## src/rtl/path_sequencer.sv

```systemverilog
// path_sequencer: snapshots a planned path and streams its nodes out over valid/ready.
// Optional handshake watchdog enabled by defining PATH_SEQ_TIMEOUT_EN.
module path_sequencer #(
  parameter int          NODE_W         = 8,
  parameter int          MAX_NODES      = 13,
  parameter logic [23:0] TIMEOUT_CYCLES = 24'd5_000_000
) (
  input  logic              adc_sck,
  input  logic              reset_n,
  input  logic              cpu_done,
  input  logic [NODE_W-1:0] index,
  input  logic [NODE_W-1:0] path0,
  input  logic [NODE_W-1:0] path1,
  input  logic [NODE_W-1:0] path2,
  input  logic [NODE_W-1:0] path3,
  input  logic [NODE_W-1:0] path4,
  input  logic [NODE_W-1:0] path5,
  input  logic [NODE_W-1:0] path6,
  input  logic [NODE_W-1:0] path7,
  input  logic [NODE_W-1:0] path8,
  input  logic [NODE_W-1:0] path9,
  input  logic [NODE_W-1:0] path10,
  input  logic [NODE_W-1:0] path11,
  input  logic [NODE_W-1:0] path12,
  output logic [NODE_W-1:0] node_out,
  output logic              node_valid,
  input  logic              node_ready,
  output logic              path_clear,
  output logic              seq_busy,
  output logic              seq_done,
  output logic              seq_err,
  output logic [3:0]        node_ptr
);

  localparam int SLOTS = 13;
  localparam logic [NODE_W-1:0] MAX_IDX = NODE_W'(MAX_NODES);
  localparam logic [3:0]        LEN_MAX = 4'(MAX_NODES);

  typedef enum logic [2:0] {
    IDLE,
    LOAD,
    ISSUE,
    CLEAR,
    DONE
  } state_t;

  state_t            state;
  logic [NODE_W-1:0] path_in [SLOTS];
  logic [NODE_W-1:0] arr     [SLOTS];
  logic [3:0]        ptr;
  logic [3:0]        len;
  logic [3:0]        ptr_nxt;
  logic [3:0]        len_in;
  logic              over;

  assign path_in[0]  = path0;
  assign path_in[1]  = path1;
  assign path_in[2]  = path2;
  assign path_in[3]  = path3;
  assign path_in[4]  = path4;
  assign path_in[5]  = path5;
  assign path_in[6]  = path6;
  assign path_in[7]  = path7;
  assign path_in[8]  = path8;
  assign path_in[9]  = path9;
  assign path_in[10] = path10;
  assign path_in[11] = path11;
  assign path_in[12] = path12;

  assign ptr_nxt  = ptr + 4'd1;
  assign over     = index > MAX_IDX;
  assign len_in   = over ? LEN_MAX : index[3:0];
  assign node_ptr = ptr;

`ifdef PATH_SEQ_TIMEOUT_EN
  logic [23:0] wd;
  logic [23:0] wd_nxt;
  assign wd_nxt = wd + 24'd1;
`else
  logic unused_timeout;
  assign unused_timeout = ^TIMEOUT_CYCLES;
`endif

  // Sequencer FSM: snapshot, issue nodes, hold clear until data memory drops done.
  always_ff @(posedge adc_sck or negedge reset_n) begin
    if (!reset_n) begin
      state      <= IDLE;
      for (int i = 0; i < SLOTS; i++) arr[i] <= '0;
      ptr        <= '0;
      len        <= '0;
      node_out   <= '0;
      node_valid <= 1'b0;
      path_clear <= 1'b0;
      seq_busy   <= 1'b0;
      seq_done   <= 1'b0;
      seq_err    <= 1'b0;
`ifdef PATH_SEQ_TIMEOUT_EN
      wd         <= '0;
`endif
    end else begin
      unique case (state)
        IDLE: begin
          seq_done <= 1'b0;
          if (cpu_done) state <= LOAD;
        end
        LOAD: begin
          for (int i = 0; i < SLOTS; i++) arr[i] <= path_in[i];
          len      <= len_in;
          seq_err  <= over;
          ptr      <= '0;
          seq_busy <= 1'b1;
`ifdef PATH_SEQ_TIMEOUT_EN
          wd       <= '0;
`endif
          if (len_in == 4'd0) begin
            state      <= CLEAR;
            path_clear <= 1'b1;
          end else begin
            state      <= ISSUE;
            node_valid <= 1'b1;
            node_out   <= path_in[0];
          end
        end
        ISSUE: begin
          if (node_ready) begin
`ifdef PATH_SEQ_TIMEOUT_EN
            wd <= '0;
`endif
            if (ptr == len - 4'd1) begin
              state      <= CLEAR;
              node_valid <= 1'b0;
              path_clear <= 1'b1;
            end else begin
              ptr      <= ptr_nxt;
              node_out <= arr[ptr_nxt];
            end
          end
`ifdef PATH_SEQ_TIMEOUT_EN
          else if (wd_nxt == TIMEOUT_CYCLES) begin
            wd         <= '0;
            state      <= CLEAR;
            node_valid <= 1'b0;
            path_clear <= 1'b1;
            seq_err    <= 1'b1;
          end else begin
            wd <= wd_nxt;
          end
`endif
        end
        CLEAR: begin
          if (!cpu_done) begin
            state      <= DONE;
            path_clear <= 1'b0;
            seq_done   <= 1'b1;
            seq_busy   <= 1'b0;
          end
        end
        DONE: begin
          seq_done <= 1'b0;
          state    <= IDLE;
        end
        default: state <= IDLE;
      endcase
    end
  end

endmodule

```

## config.mk

```make
export PLATFORM = sky130hd
export DESIGN_NAME = path_sequencer
export DESIGN_NICKNAME = d
export VERILOG_FILES = /design/src/rtl/path_sequencer.sv
export SDC_FILE = /design/constraint.sdc
export NUM_CORES = 1
export LEC_CHECK = 0
export ABC_CLOCK_PERIOD_IN_PS = 2900
export CORE_ASPECT_RATIO = 0.7
export CORE_MARGIN = 8
export CORE_UTILIZATION = 51
export DETAILED_ROUTE_END_ITERATION = 10
export PLACE_DENSITY = 0.8
export SLEW_MARGIN = 5
export SYNTH_ARGS = -nofsm -noshare
export SYNTH_HDL_FRONTEND = slang
export SYNTH_SLANG_ARGS = --single-unit
```

## constraint.sdc

```tcl
create_clock -name adc_sck -period 2.9 [get_ports adc_sck]
set_input_delay 0.58 -clock adc_sck [delete_from_list [all_inputs] [get_ports adc_sck]]
set_output_delay 0.58 -clock adc_sck [all_outputs]
set_load 0.03 [all_outputs]
```

* Word level (Yosys, flattened, before mapping) *
Cells that the tools add are included.

cells by class
  add/sub/neg operators = 2
  order comparisons = 2
  eq/ne operators = 12
  mux-type cells = 29
  bitwise gates (word level) = 1
  reductions and logical operators = 14

operators by type and width
  operator                                                       number
  2-to-1 mux 8 bit                                               5
  binary-select mux 8 bit (select 4 bit)                         1
  case mux 8 bit (2 select lines)                                1
  inequality test 2 bit, second input constant                   7
  2-to-1 mux 3 bit                                               4
  2-to-1 mux 4 bit                                               3
  case mux 3 bit (4 select lines)                                1
  AND reduction 4 bit                                            3
  2-to-1 mux 1 bit                                               9
  greater-than comparator 8 x 4 -> 1 bit, second input constant  1
  case mux 4 bit (2 select lines)                                1
  equality test 3 x 2 -> 1 bit, second input constant            2
  case mux 1 bit (2 select lines)                                3
  nonzero test 2 bit                                             3
  greater-or-equal comparator 5 bit, second input constant       1
  NOT 4 -> 5 bit                                                 1
  AND reduction 5 bit                                            1
  adder 4 x 1 -> 4 bit, second input constant                    1
  equality test 4 bit                                            1
  logical NOT 4 bit                                              1
  AND reduction 2 bit                                            2
  subtractor 4 x 1 -> 4 bit, second input constant               1
  equality test 3 x 1 -> 1 bit, second input constant            1
  equality test 3 bit, second input constant                     1
  other kinds (5)                                                5

storage, ports and cells
  register bits = 128
  input port bits = 116

* Longest topological paths before layout *
Gate-level depths: netlist (run 1).

  depth after elaboration = 8
  gate-level depth with buffers = 8
  mapped depth without buffers = 7

* Least setup slack after synthesis (run 1) *
No wires, ideal clock.

  kind = flip-flop to flip-flop
  start = register ptr[1], in the netlist node_ptr[1]
  end = register node_out[6]
  library setup time = 0.125 ns
  data arrival time = 2.102 ns
  required time = 2.775 ns
  path slack = 0.672 ns
  stages on the path, launching flop included = 8
  period minus slack after synthesis = 2.228 ns
  cell sequence = dfrtp_1 -> ha_1 -> clkbuf_1 -> mux4_2 -> nand2_1 -> nand2_1 -> a221o_1 -> mux2_4

between the ends
  longest elaborated chain between the ends = 8

RTL lines
  what                                                  RTL line  source
  from (decl)                                           50        logic [3:0] ptr;
  from (signal assigned)                                134       ptr <= ptr_nxt;
  adder 4 x 1 -> 4 bit                                  70        assign ptr_nxt = ptr + 4'd1;
  NOT 4 -> 5 bit (implied by the code)                  135       node_out <= arr[ptr_nxt];
  binary-select mux 8 bit (select 4 bit)                135
  2-to-1 mux 8 bit (implied by the code) (2 in series)  135
  2-to-1 mux 8 bit                                      129       if (ptr == len - 4'd1) begin
  2-to-1 mux 8 bit                                      125       if (node_ready) begin
  case mux 8 bit (2 select lines)                       101       unique case (state)
  to (signal assigned)                                  121       node_out <= path_in[0];
  to (signal assigned)                                  135
  to (decl)                                             25        output logic [NODE_W-1:0] node_out,

Parallel ways exist; a longest one is shown, timed or not. The select of a mux whose other input is x is not followed.
A chain may end at the register's enable or synchronous reset.

* Worst setup path in the final report (run 1) *
  start = register ptr[0], in the netlist node_ptr[0]
  end = output node_ptr[0]

RTL lines
  what       RTL line  source
  to (decl)  32        output logic [3:0] node_ptr

No word-level cell between the ends.

==> metrics.md, run 1 <==
| Metric | Value |
|---|---|
| Final Setup Violations | 0 |
| Initial core utilization | 52.07% |
| Critical path capture point type | primary output |
| Worst Max-Slew Pin Slew | 0.7992 ns |
| Worst clock skew | 0.005093 ns |
| Die width | 146.3 µm |
| Die ar. | 0.01569 mm² |
| CORE AREA | 0.01164 mm² |
| CTS tree | built |
| Place WS | 0.2773 ns |
| Total gr overflow | 0 |
| Post-synthesis async set-or-reset flop share | 100.0% |
| Setup Buffers After CTS | 0 |
| Pin count of the biggest net entering global routing | 110 |
| Port bufs | 132 |
| Crit-path max cell delay | 0.79 ns |
| Type of the worst setup path | flip-flop to primary output |
| Via/cell ratio | 5.344 |
| Main synth FF type | dfrtp_1 |
| Post_cts resized | 0 |
| WP buf/inv | 2 |
| Number of max-cap violations | 0 |
| Avg WL per Cell | 17.11 µm |
| Pwr dens | 1138 mW/mm² |
| Avg Cell Area, Syn | 8.983 µm² |
| Status | finished clean |
| Most common cell after layout, fill and taps aside | nand2_1 |
| Antenna violations before repair | 0 |
| # fillers | 899 |
| Pre-Repair DR Iteration Count | 6 |
| Final ANT Viol Nets | 0 |
| CTS sink count | 128 |
| Endpoints failing hold | 0 |
| Clk Latency, worst-skew pair | 0.42 ns |
| Final Max Slew Viols | 0 |
| Final min period | 2.636 ns |
| DRC viols | 0 |
| GP Congestion | 0.8875 |
| Via count | 5136 |
| Worst setup SP type | flip-flop |
| Max Freq | 379.3 MHz |
| Synthesis-stage register bit count | 128 |
| Slew headroom | 46.72% |
| Distinct cell type count after synthesis | 49 |
| Worst hold path class | input pin to async pin |
| Sum Neg Setup Slack | 0 ns |
| Critical path, cell by cell | buf_4 -> clkdlybuf4s50_1 |
| Inserted Diodes | 0 |
| Num rows | 33 |
| Hold buffer count at CTS | 0 |
| Die Height | 107.2 µm |
| Share of layout cells above drive strength 1 | 6.716% |
| Vias in the first global route | 5255 |
| CTS H-tree lvls | 4 |
| Cells taking the most area after synthesis | dfrtp_1 (53%), nand2_1 (20%), mux2i_1 (5.9%) |
| Cts bufs inserted | 17 |
| Synth area leader | dfrtp_1 |
| Drt total wl | 16440 µm |
| CTS Root Cell | clkbuf_16 |
| Worst path top cell family by delay | buffers and inverters |
| Synth Instances | 675 |
| Slowest-stage cell, CP | clkdlybuf4s50_1 |
| Dpl hpwl | 11470 µm |
| Mapped Area | 0.006063 mm² |
| Leak Pwr | 3.837 nW |
| Critical-path maximum fanout | 36 |
| Final period util | 90.90% |
| First-pass GRT wire length | 26680 µm |
| P&R area growth vs syn | 32.79% |
| CP arrival | 2.06 ns |
| Tot GR Track Use | 21.28% |
| RSZ-0062 raised after global routing | false |
| Most frequent cells in the layout | nand2_1 (327), clkdlybuf4s50_1 (131), dfrtp_1 (127) |
| Slack of the critical path | 0.2639 ns |
| I/O Pins | 133 |
| Post-synth EDFFs | 0 |
| 1st-iter DRT viols | 495 |
| Clk slew on worst S/H paths | 0.06 ns |
| Clock tree buffer depth | 2 |
| Final net count | 909 |
| Sequential area share after synthesis | 52.83% |
| Ys Warns | 0 |
| Peak supply drop | 631.1 µV |
| Synthesized net count | 793 |
| Top-area cell type share of the netlist area | 52.83% |
| CP Data Required Time | 2.32 ns |
[per-stage QoR]
| step | area (µm²) | utilization [%] | total power [mW] | hold WS (ns) | std cells |
|---|---|---|---|---|---|
| after global placement | 7466 | 64.12 | 6.832 | 0.4522 | 929 |
| final | 8051 | 69.15 | 9.162 | 0.2540 | 961 |
| after CTS | 8051 | 69.15 | 9.155 | 0.2651 | 961 |
| after detailed placement | 7466 | 64.12 | 7.010 | 0.4570 | 929 |
| after global routing | 8051 | 69.15 | 9.751 | 0.3052 | 961 |
| after floorplan | 6063 | - | 5.814 | 0.2844 | 675 |
[cells in the mapped netlist, types with 2 or more instances]
cell type,count
nand2_1,327
buf_4,3
buf_6,4
buf_1,2
clkbuf_1,27
nor2_1,11
dfrtp_1,128
a221o_1,9
a31oi_1,9
o21ai_0,6
mux4_2,2
a22oi_1,20
xnor2_1,4
ha_1,2
a21oi_1,10
a221oi_1,2
xor2_1,2
a32oi_1,2
nand2b_1,4
buf_2,7
mux2i_1,36
nand3_1,8
and2_1,2
mux2_1,11
inv_1,4
nor3_1,10
[worst paths after layout]
check                            start     endpoint  slack, ns  depth (start not counted)
hold reg to reg                arr[13]      arr[13]       0.47                          2
setup reg to reg           node_ptr[1]  node_out[6]       0.47                          6
min in group adc_sck           arr[13]      arr[13]       0.47                          2
max in group asynchronous      reset_n       arr[2]       1.87                          2
hold / removal                 reset_n     state[0]       0.25                          1
setup / recovery           node_ptr[0]  node_ptr[0]       0.26                          2
[area by class of cell]
class / count / area, µm² / area share (%)
Clock inverter: 9 / 107.6 / 1.336
Clock buffer: 23 / 478.0 / 5.936
Inverter: 5 / 18.77 / 0.2331
Multi-Input combinational cell: 499 / 2643 / 32.82
Timing Repair Buffer: 140 / 1404 / 17.44
Sequential cell: 128 / 3204 / 39.80
Tap cell: 157 / 196.4 / 2.440
[state kept, by name, summed over array words and instances, names as in the netlist]
name,flops
state,3
seq_done,1
path_clear,1
arr,104
len,4
node_ptr,4
node_valid,1
seq_err,1
seq_busy,1
node_out,8
[metal layers]
layer / vias to the layer above / GRT usage [%] / part of all wire [%] / routed length, µm
met3: 14 / 6.142 / 7.4 / 1213
met2: 190 / 32.18 / 46 / 7482
li1: 2452 / - / - / -
met5: - / 0 / 0 / 0
met4: 0 / 5.568 / 0.64 / 105
met1: 2480 / 29.58 / 46 / 7642
[where the power goes]
group / total [mW] / switching (mW) / leakage [nW] / internal, mW
combinational: 3.86 / 2.27 / 1.99 / 1.58
sequential: 3.20 / 0.540 / 1.56 / 2.66
clock: 2.10 / 0.770 / 0.283 / 1.33
[logic make-up after synthesis]
group                      count (synthesis)  synth area share, %
adders and majority gates                  2               0.4126
muxes                                     50                8.976
buffers and inverters                     48                3.797
xor gates and xnor gates                   8                1.527
AOI/OAI and AO/OA                         65                7.780
DFF                                      128                52.83
and+or+nand+nor                          374                24.68
[worst register-to-register path, delay by kind of cell, from the launching register on]
family	cells	cell delay [ns]
compound gates	2	0.63
mux	1	0.26
simple gates	1	0.23
flops	1	0.44
fa+ha+maj	1	0.56
buf+inv	1	0.20
Power figures use the tool's default switching activity.
==> run 2: changes to the inputs <==
--- a/config.mk
+++ b/config.mk
@@ -11,6 +11,7 @@
 export CORE_UTILIZATION = 51
 export DETAILED_ROUTE_END_ITERATION = 10
 export PLACE_DENSITY = 0.8
+export SETUP_SLACK_MARGIN = 0.15
 export SLEW_MARGIN = 5
 export SYNTH_ARGS = -nofsm -noshare
 export SYNTH_HDL_FRONTEND = slang
==> results of run 2 <==
Final layout, timing and power as in run 1 (identical DEF).
